<file path="src/rtl/dmac_pkg.sv">
// Shared types, widths and lane-packing helpers for the DMAC CPU write path.
package dmac_pkg;

  localparam int unsigned WORD_W = 16;
  localparam int unsigned LONG_W = 32;

  typedef enum logic [1:0] {
    EMPTY = 2'd0,
    PACK1 = 2'd1,
    FULL  = 2'd2
  } state_t;

  // Join two bridged words into a longword; upper_first puts the first word in [31:16].
  function automatic logic [LONG_W-1:0] pack_pair(input logic [WORD_W-1:0] first,
                                                  input logic [WORD_W-1:0] second,
                                                  input logic              upper_first);
    return upper_first ? {first, second} : {second, first};
  endfunction

  // Push out a lone first word in its own lane, the partner lane zero-filled.
  function automatic logic [LONG_W-1:0] pack_lone(input logic [WORD_W-1:0] first,
                                                  input logic              upper_first);
    return upper_first ? {first, {WORD_W{1'b0}}} : {{WORD_W{1'b0}}, first};
  endfunction

endpackage

</file>
<file path="src/rtl/strobe_edge.sv">
// CPU strobe edge detector: turns a level strobe into one pending capture request
// and flags strobes that end before their data could be captured.
module strobe_edge (
  input  logic clk,
  input  logic rst_n,
  input  logic cpu_stb,
  input  logic taken,
  output logic pending_c,
  output logic overrun
);

  logic stb_q;
  logic pend_q;
  logic rise;

  assign rise      = cpu_stb & ~stb_q;
  assign pending_c = pend_q & cpu_stb;

  // Track the strobe level, arm on a rising edge, disarm on capture or early drop.
  always_ff @(posedge clk or negedge rst_n) begin
    if (!rst_n) begin
      stb_q   <= 1'b0;
      pend_q  <= 1'b0;
      overrun <= 1'b0;
    end else begin
      stb_q <= cpu_stb;
      if (pend_q) begin
        if (!cpu_stb) begin
          pend_q  <= 1'b0;
          overrun <= 1'b1;
        end else if (taken) begin
          pend_q <= 1'b0;
        end
      end else if (rise) begin
        pend_q <= 1'b1;
      end
    end
  end

endmodule

</file>
<file path="src/rtl/datapath_input.sv">
// CPU-to-DMAC write path: captures CPU write data (optionally packing two 16-bit
// bridged words) into a single-entry valid/ack holding register.
module datapath_input
  import dmac_pkg::*;
#(
  parameter bit UPPER_FIRST = 1'b1,
  parameter bit PASS_ON_ACK = 1'b1
) (
  input  logic              CLK,
  input  logic              RESET_,
  input  logic [LONG_W-1:0] DATA_IN,
  input  logic              CPU_STB,
  input  logic              BRIDGEIN,
  input  logic              FLUSH,
  output logic [LONG_W-1:0] ID,
  output logic              ID_VALID,
  input  logic              ID_ACK,
  output logic              ACCEPT,
  output logic              HALF,
  output logic              OVERRUN
);

  state_t              state_q, state_d;
  logic [LONG_W-1:0]   id_d;
  logic                valid_d;
  logic [WORD_W-1:0]   pack_q, pack_d;
  logic [WORD_W-1:0]   hi_word;
  logic                pending_c;
  logic                take_c;

  assign hi_word = DATA_IN[LONG_W-1 -: WORD_W];

  strobe_edge u_strobe_edge (
    .clk       (CLK),
    .rst_n     (RESET_),
    .cpu_stb   (CPU_STB),
    .taken     (take_c),
    .pending_c (pending_c),
    .overrun   (OVERRUN)
  );

  // Packing FSM: decide the capture, the next holding-register contents and next state.
  always_comb begin
    state_d = state_q;
    id_d    = ID;
    valid_d = ID_VALID;
    pack_d  = pack_q;
    take_c  = 1'b0;
    case (state_q)
      EMPTY: begin
        if (pending_c) begin
          take_c = 1'b1;
          if (BRIDGEIN) begin
            pack_d  = hi_word;
            state_d = PACK1;
          end else begin
            id_d    = DATA_IN;
            valid_d = 1'b1;
            state_d = FULL;
          end
        end
      end
      PACK1: begin
        if (pending_c && BRIDGEIN) begin
          take_c  = 1'b1;
          id_d    = pack_pair(pack_q, hi_word, UPPER_FIRST);
          valid_d = 1'b1;
          state_d = FULL;
        end else if (pending_c || FLUSH) begin
          // A 32-bit write cannot join a half pack: push the half out, retry the write later.
          id_d    = pack_lone(pack_q, UPPER_FIRST);
          valid_d = 1'b1;
          state_d = FULL;
        end
      end
      FULL: begin
        if (ID_ACK) begin
          valid_d = 1'b0;
          state_d = EMPTY;
          if (PASS_ON_ACK && pending_c) begin
            take_c = 1'b1;
            if (BRIDGEIN) begin
              pack_d  = hi_word;
              state_d = PACK1;
            end else begin
              id_d    = DATA_IN;
              valid_d = 1'b1;
              state_d = FULL;
            end
          end
        end
      end
      default: begin
        state_d = EMPTY;
        valid_d = 1'b0;
      end
    endcase
  end

  // State, holding register and registered status outputs.
  always_ff @(posedge CLK or negedge RESET_) begin
    if (!RESET_) begin
      state_q  <= EMPTY;
      ID       <= '0;
      ID_VALID <= 1'b0;
      pack_q   <= '0;
      ACCEPT   <= 1'b0;
      HALF     <= 1'b0;
    end else begin
      state_q  <= state_d;
      ID       <= id_d;
      ID_VALID <= valid_d;
      pack_q   <= pack_d;
      ACCEPT   <= take_c;
      HALF     <= (state_d == PACK1);
    end
  end

endmodule
</file>
<file path="config.mk">
export PLATFORM = sky130hd
export DESIGN_NAME = datapath_input
export DESIGN_NICKNAME = d
export VERILOG_FILES = /design/src/rtl/dmac_pkg.sv /design/src/rtl/strobe_edge.sv /design/src/rtl/datapath_input.sv
export SDC_FILE = /design/constraint.sdc
export NUM_CORES = 1
export LEC_CHECK = 0
export ABC_AREA = 1
export CORE_MARGIN = 3
export CORE_UTILIZATION = 52
export DETAILED_ROUTE_END_ITERATION = 8
export DONT_BUFFER_PORTS = 1
export PLACE_DENSITY = 0.68
export RECOVER_POWER = 50
export SLEW_MARGIN = 20
export SYNTH_ARGS = -nofsm -noshare
export SYNTH_HDL_FRONTEND = slang
export SYNTH_HIERARCHICAL = 1
export SYNTH_SLANG_ARGS = --single-unit
</file>
<file path="constraint.sdc">
create_clock -name CLK -period 3 [get_ports CLK]
set_input_delay 0.15 -clock CLK [delete_from_list [all_inputs] [get_ports CLK]]
set_output_delay 0.15 -clock CLK [all_outputs]
set_load 0.05 [all_outputs]
</file>
Word level (Yosys, flattened, before mapping):

Index checks and enable logic that the tools add are counted.

* register bits: 56
* output and inout bits: 36
* word-level logic and storage cells: 62

* equality and inequality tests: 7
* mux-type cells: 33
* bitwise logic cells: 4
* reductions and logical operators: 9

Operators by type and width (number)
* $mux 32: 5
* $pmux 32 s3: 1
* $mux 16: 3
* $pmux 16 s2: 1
* $mux 1: 14
* $mux 2: 6
* $ne 2x2->1 const B: 3
* $pmux 1 s3: 2
* $pmux 2 s3: 1
* $eq 2x1->1 const B: 2
* $reduce_and 2->1: 2
* $reduce_and 4->1: 1
* $ne 3x3->1 const B: 1
* $reduce_and 3->1: 1
* $reduce_bool 3->1: 1
* $and 1x1->1: 2
* $eq 2x2->1 const B: 1
* $logic_not 2->1: 1
* $not 1->1: 2
* $reduce_bool 2->1: 1
* $logic_and 1x1->1: 1
* $logic_or 1x1->1: 1

Logic depth before layout (Yosys ltp):

* depth after elaboration: 7
* depth in mapped cells: 10
* gate-level depth less buffers: 9

Hierarchy:

Netlist, hierarchy kept.

Modules (own cells, without submodules)
* datapath_input: instances 1, cells an instance 350, area each 2747.6 sq um
* strobe_edge: instances 1, cells an instance 12, area each 116.4 sq um

Worst setup path before layout:

No wires, ideal clock.

* kind: register to register
* start point: register state_q[0]
* end point: register u_strobe_edge.pend_q
* arrival time: 1.252 ns
* data required time: 2.929 ns
* setup slack: 1.677 ns
* cell stages (with the launch flop): 11
* path buffers: 3
* path through: dfrtp_1 -> buf_6 -> inv_2 -> buf_6 -> nand2_8 -> buf_4 -> nand3_1 -> o21ai_0 -> nand2_1 -> nand2_1 -> nor2_1

* word-level cells in the longest chain between the ends: 5

Ends and longest elaborated chain
* from (decl): RTL line datapath_input.sv:23 `state_t state_q, state_d;`
* from (signal assigned): RTL line datapath_input.sv:110 `state_q <= state_d;`
* $eq 2x2->1 (tied with other cells): RTL line datapath_input.sv:49 `case (state_q)`
* $pmux 1 s3 (*): RTL line datapath_input.sv:49
* net take_c: RTL line datapath_input.sv:29 `logic take_c;`
* $mux 1 (*): RTL line strobe_edge.sv:31 `end else if (taken) begin`
* $mux 1 (*): RTL line strobe_edge.sv:28 `if (!cpu_stb) begin`
* $mux 1 (*): RTL line strobe_edge.sv:27 `if (pend_q) begin`
* to (signal assigned): RTL line strobe_edge.sv:29 `pend_q <= 1'b0;`
* to (signal assigned): RTL line strobe_edge.sv:32 `pend_q <= 1'b0;`
* to (signal assigned): RTL line strobe_edge.sv:35 `pend_q <= 1'b1;`
* to (decl): RTL line strobe_edge.sv:13 `logic pend_q;`

Mark *: on every way through the listed nets, which the timed path passes. The rest lies on a longest branch.
A chain may end at the register's enable or synchronous reset.

Worst setup path after layout:

* start point: register state_q[0]
* end point: register ID[5]

* word-level cells in the longest chain between the ends: 3

Ends and longest elaborated chain
* $eq 2x1->1 (tied with other cells): RTL line datapath_input.sv:49
* $ne 3x3->1 (no line) (tied with other cells)
* $reduce_and 3->1 (no line)
* to (signal assigned): RTL line datapath_input.sv:111 `ID <= id_d;`
* to (decl): RTL line datapath_input.sv:15 `output logic [LONG_W-1:0] ID,`

Several ways; a longest one is shown, not always the timed one.

==> impl_metrics.env <==
export IMPL_cp_start_kind="flop"
export IMPL_portBuffers=0
export IMPL_clock_sinks=56
export IMPL_dr_first_iter_drc_count=198
export IMPL_htree_levels=2
export IMPL_cp_arrival_ns=2.38
export IMPL_maxSlewHeadroom_pct=9.25
export IMPL_clkLatencyLatePin_ns=0.31
export IMPL_dieArea_um2=6430
export IMPL_fmax_ghz=0.458
export IMPL_ys_warn_count=6
export IMPL_fp_dieW_um=80.2
export IMPL_vias=2410
export IMPL_whs_ns=0.0513
export IMPL_grt_pass1_wl_um=11500
export IMPL_netlist_area_um2=2860
export IMPL_layout_min_cycle_time_ns=2.18
export IMPL_initial_core_util_pct=55.0
export IMPL_grt_setup_unrepaired="no"
export IMPL_worstPathRequired_ns=3.20
export IMPL_final_nets=401
export IMPL_cts_setup_buffers=0
export IMPL_status="completed"
export IMPL_fp_dieH_um=80.2
export IMPL_finalSetupViolCount=0
export IMPL_drive_gt1_share_pct=6.32
export IMPL_cap_violations=0
export IMPL_synth_cell_types=20
export IMPL_hold_viol=0
export IMPL_min_period_over_period_pct=72.8
export IMPL_syn_nets=400
export IMPL_synth_top_area_cell="dfrtp_1"
export IMPL_endpoint_kind="flop"
export IMPL_power_leakage_nw=1.58
export IMPL_slew_violations=0
export IMPL_wl_met1_um=3100
export IMPL_pin_count=74
export IMPL_path_class="reg -> reg"
export IMPL_max_vdd_ir_drop_mv=0.334
export IMPL_synthAdderAreaFrac_pct=0
export IMPL_ys_seq_elements=56
export IMPL_highest_layer="met4"
export IMPL_wl_per_cell_um=16.1
export IMPL_yosysSeqAreaShare_pct=48.9
export IMPL_ctsResizeCount=0
export IMPL_yosys_area_share_simple_pct=39.5
export IMPL_drt_total_wl_um=6980
export IMPL_wl_met3_um=686
export IMPL_cp_max_fo=33
export IMPL_cts_hold_buf=19
export IMPL_grt_antenna_before_repair=0
export IMPL_tightest_slew_ns=1.36
export IMPL_gp_congestion=0.774
export IMPL_startpoint="state_q[0]$_DFF_PN0_"
export IMPL_tns_ns=0
export IMPL_netlist_instances=362
export IMPL_grt_max_degree=57
export IMPL_final_common_cell="nand2_1"
export IMPL_antenna_left=0
export IMPL_rows=26
export IMPL_area_growth_pct=6.42
export IMPL_antenna_cells=0
export IMPL_cts_buffers=5
export IMPL_drc=0
export IMPL_rr_startpoint="state_q[0]$_DFF_PN0_"
export IMPL_cts_tree="built"
export IMPL_synthXorXnorAreaFrac_pct=0
export IMPL_grt_pass1_vias=2304
export IMPL_synth_top_family_by_area="simple AND/OR/NAND/NOR gates"
export IMPL_nFillCells=502
export IMPL_vias_per_cell=5.55
export IMPL_hp_start="FLUSH"
export IMPL_avgSynthCellArea_um2=7.91
export IMPL_grt_ovfl_total=0
export IMPL_gr_usage_all_layers_pct=22.8
export IMPL_ys_top_cells_by_area="dfrtp_1 49%, nand2_1 20%, nand3_1 12%"
export IMPL_cts_root_buf="clkbuf_8"
export IMPL_met2_length_um=3120
export IMPL_p_per_area_nw_per_um2=834
export IMPL_synth_top_area_share_pct=48.9
export IMPL_mostFrequentLayoutCells="156 x nand2_1, 68 x nand3_1, 56 x dfrtp_1"
export IMPL_first_pass_iters=4
export IMPL_path_clk_slew_ns=0.10
export IMPL_holdCritPathClass="in -> reg"
export IMPL_fin_worst_skew_ns=0.0110
export IMPL_coreArea_um2=5200
export IMPL_synth_mux_area_share_pct=0
export IMPL_hpwl_um=4530
export IMPL_clock_path_buffers=2
export IMPL_synth_compound_area_share_pct=3.36
==> final cells by class <==
class	instances	area, µm²	area share, %
timing repair buffer	21	200	6.57
inverter	9	33.8	1.11
tap	70	87.6	2.87
clock buffer	6	82.6	2.71
clock inverter	2	15.0	0.493
multi-input combinational	270	1230	40.3
sequential	56	1400	46.0
==> metal layers <==
metal,vias up,track usage (%)
li1,1181,-
met1,1117,32.6
met2,104,34.1
met3,8,6.05
met4,0,6.08
met5,-,0
==> kinds of logic (layout without fill, tap and decap cells) <==
| group | Yosys count | in the layout |
|---|---|---|
| AO/OA/AOI/OAI | 18 | 18 |
| buffers and inverters | 36 | 38 |
| flip-flops | 56 | 56 |
| AND/OR/NAND/NOR | 252 | 252 |
==> cell usage after synthesis (all sizes together) <==
library cell / count
clkbuf: 1
nand3: 69
o21ai: 17
nand2: 161
nand4: 16
inv: 9
nor2: 6
dfrtp: 56
buf: 26
o21bai: 1
==> registers in the layout, indices dropped and copies added (netlist names) <==
register,cells
ACCEPT,1
HALF,1
ID,32
ID_VALID,1
pack_q,16
state_q,2
u_strobe_edge/overrun,1
u_strobe_edge/pend_q,1
u_strobe_edge/stb_q,1
==> metrics by stage <==
stage / util (%) / setup WS, ns / cells / power [W] / instance area, µm²
4_1_cts: 59.0 / 0.833 / 434 / 0.00256 / 3070
3_3_place_gp: 53.1 / 0.954 / 407 / 0.00207 / 2770
5_1_grt: 58.6 / 0.656 / 434 / 0.00268 / 3050
3_5_place_dp: 53.1 / 0.861 / 407 / 0.00209 / 2770
2_1_floorplan: - / 1.68 / 362 / 0.00202 / 2860
6_report: 58.6 / 0.816 / 434 / 0.00254 / 3050
==> critical path: stages, from the launching register on <==
cell and delay [ns]:
dfrtp_1 0.40, buf_4 0.21, inv_2 0.37, nand3_1 0.23
nand2_4 0.34, nand2_4 0.29, nand2_1 0.14, nand2_1 0.06
==> where the power goes <==
part	internal (W)	switching (W)	leakage, nW
registers	0.000970	0.000746	0.702
logic	0.000143	0.000244	0.835
clock network	0.000187	0.000251	0.0434
total	0.00130	0.00124	1.58
==> final timing paths <==
kind	to	slack [ns]	depth (start not counted)
worst min register to register	pack_q[13]$_DFFE_PN0P_	0.48	2
worst max-delay path	ID[5]$_DFFE_PN0P_	0.82	7
worst max register to register	ID[5]$_DFFE_PN0P_	0.82	7
worst min-delay path	HALF$_DFF_PN0_	0.05	3
min in group asynchronous	pack_q[8]$_DFFE_PN0P_	0.77	2
max in group asynchronous	ID[10]$_DFFE_PN0P_	1.42	2
(Power assumes the default switching activity.)
